$ cat src/rtl/seg_pattern_reader_if.sv
// Signal bundle between the two seven-segment read-back buses and the pattern reader.
// master drives the segment buses; slave is the reader that returns the decoded results.
interface seg_pattern_reader_if #(
  parameter int unsigned ERR_W = 8
);
  logic [8:0]       seg_led_1;
  logic [8:0]       seg_led_2;
  logic [3:0]       digit_1;
  logic [3:0]       digit_2;
  logic             valid_1;
  logic             valid_2;
  logic             dp_1;
  logic             dp_2;
  logic             err_1;
  logic             err_2;
  logic [6:0]       value;
  logic             upd;
  logic [ERR_W-1:0] err_cnt;

  modport master (
    output seg_led_1, seg_led_2,
    input  digit_1, digit_2, valid_1, valid_2, dp_1, dp_2, err_1, err_2, value, upd, err_cnt
  );

  modport slave (
    input  seg_led_1, seg_led_2,
    output digit_1, digit_2, valid_1, valid_2, dp_1, dp_2, err_1, err_2, value, upd, err_cnt
  );
endinterface

$ cat src/rtl/seg_pattern_reader.sv
// Reads back two 9-bit seven-segment buses, filters each for stability and decodes the
// settled pattern to BCD, DP and validity; also combines the digits and counts illegal codes.
module seg_pattern_reader #(
  parameter int unsigned STABLE_CYCLES = 4,
  parameter int unsigned ERR_W         = 8
) (
  input  logic                 clk,
  input  logic                 rst_n,
  seg_pattern_reader_if.slave  bus_io
);

  localparam int unsigned     CntW   = (STABLE_CYCLES > 1) ? $clog2(STABLE_CYCLES) : 1;
  localparam logic [CntW-1:0] CntMax = CntW'(STABLE_CYCLES - 1);
  localparam int unsigned     SumW   = ERR_W + 1;
  localparam logic [ERR_W-1:0] ErrMax = {ERR_W{1'b1}};

  typedef struct packed {
    logic [3:0] digit;
    logic       valid;
    logic       err;
    logic       dp;
  } dec_t;

  localparam dec_t RstDec = '{digit: 4'hF, valid: 1'b0, err: 1'b0, dp: 1'b0};

  function automatic dec_t decode(input logic [8:0] pat);
    dec_t d;
    d.dp    = pat[7];
    d.digit = 4'hF;
    d.valid = 1'b0;
    d.err   = 1'b0;
    // DIG high means the digit is switched off, so it reads back as blank.
    if (!pat[8]) begin
      d.valid = 1'b1;
      case (pat[6:0])
        7'h3F:   d.digit = 4'd0;
        7'h06:   d.digit = 4'd1;
        7'h5B:   d.digit = 4'd2;
        7'h4F:   d.digit = 4'd3;
        7'h66:   d.digit = 4'd4;
        7'h6D:   d.digit = 4'd5;
        7'h7D:   d.digit = 4'd6;
        7'h07:   d.digit = 4'd7;
        7'h7F:   d.digit = 4'd8;
        7'h6F:   d.digit = 4'd9;
        7'h00:   d.valid = 1'b0;
        default: begin
          d.digit = 4'hE;
          d.valid = 1'b0;
          d.err   = 1'b1;
        end
      endcase
    end
    return d;
  endfunction

  logic [1:0][8:0]      seg_in;
  logic [1:0][8:0]      in_q;
  logic [1:0][8:0]      cand_q, cand_d;
  logic [1:0][CntW-1:0] cnt_q, cnt_d;
  logic [1:0][8:0]      acc_q, acc_d;
  logic [1:0]           accept;
  logic [1:0]           err_inc;
  dec_t [1:0]           dec_q, dec_d;
  logic [6:0]           value_q, value_d;
  logic                 upd_q, upd_d;
  logic [ERR_W-1:0]     err_cnt_q, err_cnt_d;
  logic [SumW-1:0]      err_sum;

  assign seg_in[0] = bus_io.seg_led_1;
  assign seg_in[1] = bus_io.seg_led_2;

  // Stability filter and acceptance, identical and independent per channel.
  always_comb begin
    cand_d  = cand_q;
    cnt_d   = cnt_q;
    acc_d   = acc_q;
    accept  = '0;
    err_inc = '0;
    dec_d   = dec_q;
    for (int ch = 0; ch < 2; ch++) begin
      if (in_q[ch] != cand_q[ch]) begin
        cand_d[ch] = in_q[ch];
        cnt_d[ch]  = '0;
      end else if (cnt_q[ch] != CntMax) begin
        cnt_d[ch] = cnt_q[ch] + CntW'(1);
      end
      if ((cnt_q[ch] == CntMax) && (cand_q[ch] != acc_q[ch])) begin
        accept[ch] = 1'b1;
        acc_d[ch]  = cand_q[ch];
      end
      dec_d[ch]   = decode(acc_d[ch]);
      err_inc[ch] = accept[ch] & dec_d[ch].err;
    end
  end

  // Combined value and counters are derived from the post-update decode.
  always_comb begin
    value_d = '0;
    if (dec_d[0].valid && dec_d[1].valid) begin
      value_d = 7'(dec_d[0].digit) * 7'd10 + 7'(dec_d[1].digit);
    end
    upd_d   = |accept;
    err_sum = {1'b0, err_cnt_q} + SumW'(err_inc[0]) + SumW'(err_inc[1]);
    if (err_sum > {1'b0, ErrMax}) begin
      err_cnt_d = ErrMax;
    end else begin
      err_cnt_d = err_sum[ERR_W-1:0];
    end
  end

  always_ff @(posedge clk) begin
    if (!rst_n) begin
      in_q      <= '0;
      cand_q    <= '0;
      cnt_q     <= '0;
      acc_q     <= '0;
      dec_q     <= {RstDec, RstDec};
      value_q   <= '0;
      upd_q     <= 1'b0;
      err_cnt_q <= '0;
    end else begin
      in_q      <= seg_in;
      cand_q    <= cand_d;
      cnt_q     <= cnt_d;
      acc_q     <= acc_d;
      dec_q     <= dec_d;
      value_q   <= value_d;
      upd_q     <= upd_d;
      err_cnt_q <= err_cnt_d;
    end
  end

  assign bus_io.digit_1 = dec_q[0].digit;
  assign bus_io.digit_2 = dec_q[1].digit;
  assign bus_io.valid_1 = dec_q[0].valid;
  assign bus_io.valid_2 = dec_q[1].valid;
  assign bus_io.dp_1    = dec_q[0].dp;
  assign bus_io.dp_2    = dec_q[1].dp;
  assign bus_io.err_1   = dec_q[0].err;
  assign bus_io.err_2   = dec_q[1].err;
  assign bus_io.value   = value_q;
  assign bus_io.upd     = upd_q;
  assign bus_io.err_cnt = err_cnt_q;

endmodule

$ cat src/flat_wrapper.sv
// flat-port wrapper written by rule: the top's interface ports become plain ports
module seg_pattern_reader_flat 
#(
  parameter int unsigned STABLE_CYCLES = 4,
  parameter int unsigned ERR_W         = 8
)
  (clk, rst_n, bus_io_seg_led_1, bus_io_seg_led_2, bus_io_digit_1, bus_io_digit_2, bus_io_valid_1, bus_io_valid_2, bus_io_dp_1, bus_io_dp_2, bus_io_err_1, bus_io_err_2, bus_io_value, bus_io_upd, bus_io_err_cnt);
  seg_pattern_reader_if #(.ERR_W(ERR_W)) bus_io_i ();
  input  logic clk;
  input  logic rst_n;
  input wire logic [$bits(bus_io_i.seg_led_1)-1:0] bus_io_seg_led_1;
  input wire logic [$bits(bus_io_i.seg_led_2)-1:0] bus_io_seg_led_2;
  output wire logic [$bits(bus_io_i.digit_1)-1:0] bus_io_digit_1;
  output wire logic [$bits(bus_io_i.digit_2)-1:0] bus_io_digit_2;
  output wire logic [$bits(bus_io_i.valid_1)-1:0] bus_io_valid_1;
  output wire logic [$bits(bus_io_i.valid_2)-1:0] bus_io_valid_2;
  output wire logic [$bits(bus_io_i.dp_1)-1:0] bus_io_dp_1;
  output wire logic [$bits(bus_io_i.dp_2)-1:0] bus_io_dp_2;
  output wire logic [$bits(bus_io_i.err_1)-1:0] bus_io_err_1;
  output wire logic [$bits(bus_io_i.err_2)-1:0] bus_io_err_2;
  output wire logic [$bits(bus_io_i.value)-1:0] bus_io_value;
  output wire logic [$bits(bus_io_i.upd)-1:0] bus_io_upd;
  output wire logic [$bits(bus_io_i.err_cnt)-1:0] bus_io_err_cnt;
  assign bus_io_i.seg_led_1 = bus_io_seg_led_1;
  assign bus_io_i.seg_led_2 = bus_io_seg_led_2;
  assign bus_io_digit_1 = bus_io_i.digit_1;
  assign bus_io_digit_2 = bus_io_i.digit_2;
  assign bus_io_valid_1 = bus_io_i.valid_1;
  assign bus_io_valid_2 = bus_io_i.valid_2;
  assign bus_io_dp_1 = bus_io_i.dp_1;
  assign bus_io_dp_2 = bus_io_i.dp_2;
  assign bus_io_err_1 = bus_io_i.err_1;
  assign bus_io_err_2 = bus_io_i.err_2;
  assign bus_io_value = bus_io_i.value;
  assign bus_io_upd = bus_io_i.upd;
  assign bus_io_err_cnt = bus_io_i.err_cnt;
  seg_pattern_reader #(.STABLE_CYCLES(STABLE_CYCLES), .ERR_W(ERR_W)) u_core (.clk(clk), .rst_n(rst_n), .bus_io(bus_io_i));
endmodule
$ cat config.mk
export PLATFORM = sky130hd
export DESIGN_NAME = seg_pattern_reader_flat
export DESIGN_NICKNAME = d
export VERILOG_FILES = /design/src/rtl/seg_pattern_reader_if.sv /design/src/rtl/seg_pattern_reader.sv /design/src/flat_wrapper.sv
export SDC_FILE = /design/constraint.sdc
export NUM_CORES = 1
export LEC_CHECK = 0
export ABC_AREA = 1
export ABC_CLOCK_PERIOD_IN_PS = 9080
export CAP_MARGIN = 30
export CORE_AREA = 2 2 140 74
export CTS_BUF_LIST = sky130_fd_sc_hd__clkbuf_2
export CTS_CLUSTER_DIAMETER = 60
export DETAILED_ROUTE_END_ITERATION = 10
export DIE_AREA = 0 0 142 76
export GPL_TIMING_DRIVEN = 0
export PLACE_DENSITY_LB_ADDON = 0.08
export SKIP_CTS_REPAIR_TIMING = 1
export SLEW_MARGIN = 10
export SYNTH_ARGS = -nofsm -noshare
export SYNTH_HDL_FRONTEND = slang
export SYNTH_SLANG_ARGS = --single-unit
$ cat constraint.sdc
create_clock -name clk -period 9.08 [get_ports clk]
set_clock_uncertainty 0.1 [all_clocks]
set_input_delay 0.908 -clock clk [delete_from_list [all_inputs] [get_ports clk]]
set_output_delay 0.908 -clock clk [all_outputs]
set_load 0.02 [all_outputs]
* After elaboration in Yosys (flattened, before gate mapping) *
Cells that the tools add are included.

word-level totals
  output and inout bits = 30
  register bits = 88
  word-level logic and storage cells = 83

cells by class
  $mul = 1
  muxes and demuxes = 13
  bitwise operators = 3
  magnitude comparators = 1
  reductions and logical operators = 13
  equality and inequality tests = 28
  add/sub/neg operators = 5

operators by type and width
  kind                   number
  $eq A7 B7 Y1 const B   14
  $pmux W4 S11           2
  $ne A9 B9 Y1           4
  $eq A7 B3 Y1 const B   4
  $reduce_or A11 Y1      2
  $reduce_or A10 Y1      2
  $mux W9                2
  $eq A7 B6 Y1 const B   2
  $logic_not A7 Y1       2
  $mux W6                2
  $add A8 B1 Y9          1
  $add A9 B1 Y9          1
  $gt A9 B8 Y1 const B   1
  $mux W8                1
  $add A7 B4 Y7          1
  $mul A4 B3 Y6 const B  1
  $mux W1                6
  $reduce_or A2 Y1       3
  $add A2 B1 Y2 const B  2
  $eq A2 B2 Y1 const B   2
  $ne A2 B2 Y1 const B   2
  $logic_and A1 B1 Y1    3
  $and A1 B1 Y1          2
  $reduce_and A2 Y1      1
  $not A1 Y1             1

* Depth between registers and ports, before layout *
Gate-level depths: netlist of run 1.

  depth in word-level cells = 12
  depth in mapped cells = 28
  gate-level depth less buffers = 28

* Worst setup path after synthesis of run 1 *
Ideal clock, no wire load.

  path type = reg-to-reg
  from = reg u_core.cnt_q[0] (netlist name)
  to = reg u_core.value_q[6], in the netlist u_core.bus_io.value[6]
  period minus slack after synthesis = 3.647 ns
  cell stages (with the launch flop) = 18
  buffers on the path = 2
  setup slack = 5.433 ns
  data required time = 8.912 ns
  arrival time = 3.479 ns
  cell sequence = dfxtp_1 -> ha_1 -> buf_2 -> buf_1 -> nand3_1 -> nand2_2 -> nor2_2 -> nand2_1 -> nand2_1 -> a211oi_1 -> nand2_1 -> ha_1 -> ha_1 -> fa_1 -> nor3b_1 -> xor2_1 -> nand3_1 -> a21oi_2

RTL lines
  what                    line                       RTL
  start, declared         seg_pattern_reader.sv:60   logic [1:0][CntW-1:0] cnt_q, cnt_d;
  start signal, assigned  seg_pattern_reader.sv:125  cnt_q <= cnt_d;
  end signal, assigned    seg_pattern_reader.sv:128  value_q <= value_d;
  end, declared           seg_pattern_reader.sv:65   logic [6:0] value_q, value_d;

==> run_results.csv, run 1 <==
group,metric,value,unit
status,status,"finished clean",
worst_setup_path,cp_common_cell,"ha_1",
worst_hold_path,hold_path_class,"reg2reg",
routing,vias,3485,
routing,drc_errors,0,
clock_network,clock_path_buffers,2,
pwr,p_leak,2.36,nW
place,post-place-ws,4830,ps
floorplanning,initial_core_util,0.431,
floorplanning,num_io_pins,50,
layout,nets,648,
worst_setup_path,cp_max_fo,10,
place,io_buffers,48,
logic_synthesis,ys.flop_type,"dfxtp_1",
global_route,track_usage,0.195,
timing,drv_slew,0,
global_route,grt_pass1_wl,16.4,mm
floorplanning,die_h,76,um
logic_synthesis,avgSynthCellArea,7.53,um2
logic_synthesis,syn_inst,557,
logic_synthesis,synth_seq_cells,86,
timing,finalCritPeriodShare,0.482,
global_route,grt_max_degree,15,
floorplanning,die_w,142,um
logic_synthesis,synth-warning-count,0,
logic_synthesis,synthSimpleGateAreaFrac,0.353,
worst_setup_path,crit_type,"reg2reg",
logic_synthesis,synth.cell_area,0.00419,mm2
clock_network,worstSkewPairLatency,560,ps
pwr,p_comb_frac,0.067,
worst_setup_path,crit_chain,"ha_1 -> buf_2 -> buf_1 -> nand2_1 -> o21ai_1 -> nand3_1 -> a211oi_1 -> nand2_1 -> ha_1 -> ha_1 -> fa_1 -> nor3b_1 -> xor2_1 -> nand3_1 -> a21oi_2",
layout,final_cell_mix,"nand2_1, dfxtp_1, inv_1",
timing,setup_slack,4700,ps
logic_synthesis,yosys.area_share.adder,0.0412,
floorplanning,fp.dieArea,0.0108,mm2
layout,nFillCells,958,
timing,setup_viol,0,
clock_network,cts.sinks,86,
layout,multiInputGateArea,0.00213,mm2
floorplanning,rows,26,
global_route,gr-total-overflow,0,
timing,finalHoldViolCount,0,
logic_synthesis,ys_types,36,
logic_synthesis,synth-async-reset-ratio,0,
timing,max_clock_freq,0.228,GHz
layout,drive_above_1_share,0.129,
routing,viasPerCell,4.66,
worst_setup_path,crit_path_start_kind,"flop",
worst_setup_path,cp.required,9480,ps
routing,first_iter_violations,155,
timing,slew_headroom,0.449,
routing,firstDrtPassIters,4,
routing,drtAntennaViolNets,0,
place,gp_congestion,0.821,
pwr,switching_share,0.252,
pwr,irDropWorstVdd,0.0577,mV
pwr,clockPowerShare,0.340,
logic_synthesis,synth_compound_area_frac,0.0304,
routing,routed_wl,9.72,mm
routing,avgRoutedWirePerCell,13.0,um
worst_setup_path,critPathSlowestCell,"fa_1",
logic_synthesis,synth-xor-area-share,0.0689,
pwr,power_switching,0.167,mW
timing,min_period,4380,ps
clock_network,cts.clk_slew.worst_paths,230,ps
logic_synthesis,syn_nets,589,
clock_network,htree_levels,3,
pwr,p_per_area,133,mW/mm2
worst_setup_path,cp-end-kind,"flop",
pwr,intPower,0.495,mW
logic_synthesis,synth_edf_count,0,
place,hpwl,7.71,mm
timing,fin_setup_tns,0,ps
logic_synthesis,synthMuxAreaShare,0.0143,
timing,worstMarginPinSlew,822,ps
worst_setup_path,slowest_delay,510,ps
clock_network,numCtsBuffers,9,
layout,syn2layout_area_growth,18.5,%
logic_synthesis,synth-seq-area-share,0.411,
logic_synthesis,synth_top_family_by_area,"simple AND/OR/NAND/NOR gates",
timing,rsz0062_at_grt,"no",
job,drv_cap,0,
worst_setup_path,arrival,4780,ps
floorplanning,core,0.00973,mm2
layout,final_common_cell,"nand2_1",
clock_network,clockRootBuffer,"clkbuf_2",
pwr,pwr-share-seq,0.593,
layout,seqCellArea,0.00172,mm2
clock_network,cts_tree,"built",
global_route,grt_pass1_vias,3267,
global_route,antenna_found_initial,1,
-- power by group through the flow --
| stage | clock, mW | combinational (mW) | sequential [mW] |
|---|---|---|---|
| after floorplan | 0 | 0.0282 | 0.398 |
| after global placement | 0 | 0.0440 | 0.400 |
| after detailed placement | 0 | 0.0446 | 0.400 |
| after CTS | 0.231 | 0.0448 | 0.393 |
| after global routing | 0.251 | 0.0498 | 0.395 |
| final | 0.225 | 0.0443 | 0.393 |
-- state kept, by name (all words and copies together) (netlist names) --
signal / cells
u_core.acc_q: 18
u_core.bus_io.digit_1: 4
u_core.bus_io.digit_2: 4
u_core.bus_io.err_1: 1
u_core.bus_io.err_2: 1
u_core.bus_io.err_cnt: 8
u_core.bus_io.upd: 1
u_core.bus_io.valid_1: 1
u_core.bus_io.valid_2: 1
u_core.bus_io.value: 7
u_core.cand_q: 18
u_core.cnt_q: 4
u_core.in_q: 18
-- worst max-delay path, delay by kind of cell, from the launching register on --
kind	cells	cell delay [ps]
fa+ha+maj	4	1210
simple gates	5	890
compound gates	3	870
buf+inv	2	620
flops	1	400
xor+xnor	1	220
-- cell families after synthesis --
kind of cell,Yosys count
and+or+nand+nor,306
buffers and inverters,91
DFF,86
xor gates and xnor gates,33
AOI/OAI and AO/OA,23
adders and majority gates,12
muxes,6
-- per-layer routing --
metal,global-route usage,vias to the layer above,wire length (um)
li1,-,1840,-
met1,0.296,1561,5270
met2,0.260,72,3710
met3,0.0635,12,614
met4,0.0560,0,134
met5,0,-,0
-- path summary, 6_finish.rpt --
check                        from                endpoint  slack, ps  cells after the start
setup / recovery  u_core.cnt_q[0]  u_core.bus_io.value[6]       4700                     15
hold / removal    u_core.in_q[15]       u_core.cand_q[15]        340                      2
setup reg to reg  u_core.cnt_q[0]  u_core.bus_io.value[6]       4700                     15
hold reg to reg   u_core.in_q[15]       u_core.cand_q[15]        340                      2
-- metrics by stage --
step	instance area [um2]	hold WS, ps	power, mW	util	cells
final	4970	342	0.662	0.511	748
after global routing	4970	378	0.696	0.511	748
after CTS	4970	351	0.669	0.511	747
after detailed placement	4830	332	0.445	0.497	731
after global placement	4830	328	0.444	0.497	731
after floorplan	4190	315	0.427	-	557
-- final cells by class --
type	instances	share of cell area
Tap cell	126	0.0317
Buffer	11	0.00881
Timing Repair Buffer	48	0.0967
Clock buffer	9	0.00907
Antenna cell	1	0.000504
Sequential cell	86	0.347
Multi-Input combinational cell	380	0.428
Clock inverter	7	0.0179
Inverter	80	0.0604
-- synth_stat cells, drive strengths merged, types with 4 or more instances --
library cell / number / area share
nand2: 160 / 0.16
nand3: 44 / 0.066
inv: 80 / 0.072
or2: 8 / 0.012
mux2i: 6 / 0.014
clkbuf: 7 / 0.0063
xor2: 14 / 0.029
a21oi: 14 / 0.018
buf: 4 / 0.0042
ha: 9 / 0.027
nand4: 7 / 0.014
o21ai: 5 / 0.0060
nor2: 76 / 0.080
xnor2: 19 / 0.040
dfxtp: 86 / 0.41
(Power assumes the default switching activity.)
==> run 2: changes to the inputs <==
--- a/config.mk
+++ b/config.mk
@@ -6,7 +6,7 @@
 export NUM_CORES = 1
 export LEC_CHECK = 0
 export ABC_AREA = 1
-export ABC_CLOCK_PERIOD_IN_PS = 9080
+export ABC_CLOCK_PERIOD_IN_PS = 4000
 export CAP_MARGIN = 30
 export CORE_AREA = 2 2 140 74
 export CTS_BUF_LIST = sky130_fd_sc_hd__clkbuf_2
==> constraint.sdc (replaced) <==
create_clock -name clk -period 4 [get_ports clk]
set_clock_uncertainty 0.1 [all_clocks]
set_input_delay 0.4 -clock clk [delete_from_list [all_inputs] [get_ports clk]]
set_output_delay 0.4 -clock clk [all_outputs]
set_load 0.02 [all_outputs]
==> run 2 against run 1 <==
Net effect:
- routed wire length up 7.4%
- register-to-register slack worse by 4600 ps
- die area unchanged
- via count up 4.6%
- critical endpoint unchanged
==> run_results.csv, run 2 (synthesis results as in run 1) <==
group,metric,value,unit
clock_network,worstSkewPairLatency,560,ps
layout,final_cell_mix,"nand2_1, dfxtp_1, inv_1",
clock_network,cts_tree,"built",
routing,avgRoutedWirePerCell,13.7,um
floorplanning,fp.dieArea,0.0108,mm2
timing,min_period,3940,ps
floorplanning,die_h,76,um
clock_network,clockRootBuffer,"clkbuf_2",
worst_hold_path,min_to,"u_core.cand_q[11]",
worst_setup_path,cp.required,4400,ps
routing,vias,3645,
floorplanning,initial_core_util,0.431,
place,hpwl,7.71,mm
global_route,grt_pass1_vias,3267,
place,post-place-ws,-248,ps
routing,viasPerCell,4.77,
layout,utilization,0.548,
routing,drc_errors,0,
worst_setup_path,cp_max_fo,8,
worst_hold_path,hold_depth,3,
floorplanning,num_io_pins,50,
global_route,antenna_found_initial,1,
worst_setup_path,cp-end-kind,"flop",
worst_hold_path,hp-start,"rst_n",
global_route,grt_max_degree,15,
global_route,track_usage,0.195,
routing,drtAntennaViolNets,0,
global_route,grt_pass1_wl,16.4,mm
pwr,irDropWorstVdd,0.131,mV
clock_network,clock_path_buffers,2,
status,status,"finished clean",
timing,max_clock_freq,0.254,GHz
timing,setup_slack,60.6,ps
worst_setup_path,r2r-start,"u_core.acc_q[0]",
layout,reg.largest.list,"u_core.acc_q: 18 flops, u_core.cand_q: 18 flops, u_core.in_q: 18 flops",
timing,slew_headroom,0.546,
layout,final_common_cell,"nand2_1",
job,drv_cap,0,
clock_network,htree_levels,3,
place,io_buffers,48,
worst_hold_path,hold_path_class,"in2reg",
worst_setup_path,crit_path_start_kind,"flop",
place,gp_congestion,0.821,
worst_setup_path,arrival,4330,ps
timing,finalCritPeriodShare,0.985,
timing,drv_slew,0,
worst_setup_path,r2r_setup_slack,60,ps
timing,rsz0062_at_grt,"yes",
timing,setup_viol,0,
global_route,gr-total-overflow,0,
routing,first_iter_violations,207,
pwr,p_per_area,285,mW/mm2
worst_setup_path,crit_type,"reg2reg",
routing,routed_wl,10.4,mm
clock_network,cts.sinks,86,
floorplanning,rows,26,
layout,syn2layout_area_growth,27.2,%
timing,worstMarginPinSlew,681,ps
layout,drive_above_1_share,0.229,
layout,nets,664,
routing,firstDrtPassIters,5,
timing,fin_setup_tns,0,ps
worst_setup_path,reg2reg_to,"u_core.bus_io.value[6]",
clock_network,cts.clk_slew.worst_paths,260,ps
pwr,p_leak,2.49,nW
timing,finalHoldViolCount,0,
worst_setup_path,rr_worst_depth,22,
floorplanning,core,0.00973,mm2
floorplanning,die_w,142,um
clock_network,numCtsBuffers,9,
-- run 2: changes by cell type in the layout (fill, tap and decap cells not counted), sizes merged --
cell / previous run / this run
buf: 4 / 18
clkbuf: 16 / 17
nand2: 160 / 161
-- run 2: metal layers --
| metal | track usage | vias up | wire [um] |
|---|---|---|---|
| li1 | - | 1868 | - |
| met1 | 0.296 | 1679 | 5520 |
| met2 | 0.260 | 85 | 4230 |
| met3 | 0.0635 | 13 | 542 |
| met4 | 0.0560 | 0 | 146 |
| met5 | 0 | - | 0 |
-- run 2: through the flow --
stage / hold slack (ps) / instance area (um2) / std cells / power, mW
6_report: 220 / 5340 / 764 / 1.52
5_1_grt: 154 / 5340 / 764 / 1.60
4_1_cts: 194 / 4970 / 747 / 1.52
3_5_place_dp: 332 / 4830 / 731 / 1.01
3_3_place_gp: 328 / 4830 / 731 / 1.01
2_1_floorplan: 315 / 4190 / 557 / 0.968
-- run 2: cell type report --
type                       count  area (um2)
clock buffer                   9        45.0
timing repair buffer          63         613
buffer                        11        50.0
multi-input combinational    381        2340
sequential                    86        1740
clock inverter                 7        88.8
antenna                        1        2.50
fill                         923        4390
inverter                      80         303
tap                          126         158
-- run 2: power breakdown --
group	switching [mW]	internal, mW
clock network	0.312	0.203
registers	0.0160	0.877
logic	0.0625	0.0523
-- run 2: worst max path at each step --
| stage | startpoint | endpoint |
|---|---|---|
| 2_1_floorplan | u_core.cnt_q[0] | u_core.bus_io.value[6] |
| 3_3_place_gp | u_core.cnt_q[0] | u_core.bus_io.value[6] |
| 3_5_place_dp | u_core.cnt_q[0] | u_core.bus_io.value[6] |
| 4_1_cts | u_core.cnt_q[0] | u_core.bus_io.value[6] |
| 5_1_grt | u_core.cand_q[0] | u_core.bus_io.value[6] |
| 6_report | u_core.acc_q[0] | u_core.bus_io.value[6] |
-- run 2: worst max-delay path, cell delays in order (launching register included) --
cell and delay (ps):
dfxtp_1 400, inv_2 80, nand2_1 60, nand2_1 50, nand2_1 60, nor2_2 150, nand3_4 200, buf_6 190
nand3_1 80, nand2_2 90, nand2_2 100, nor2_1 50, nand2_1 120, nand3_2 80, a211oi_2 250, nand2_1 120
ha_1 320, ha_2 190, fa_1 540, nor3b_4 210, xor2_1 190, nand3_1 100, a21oi_2 130
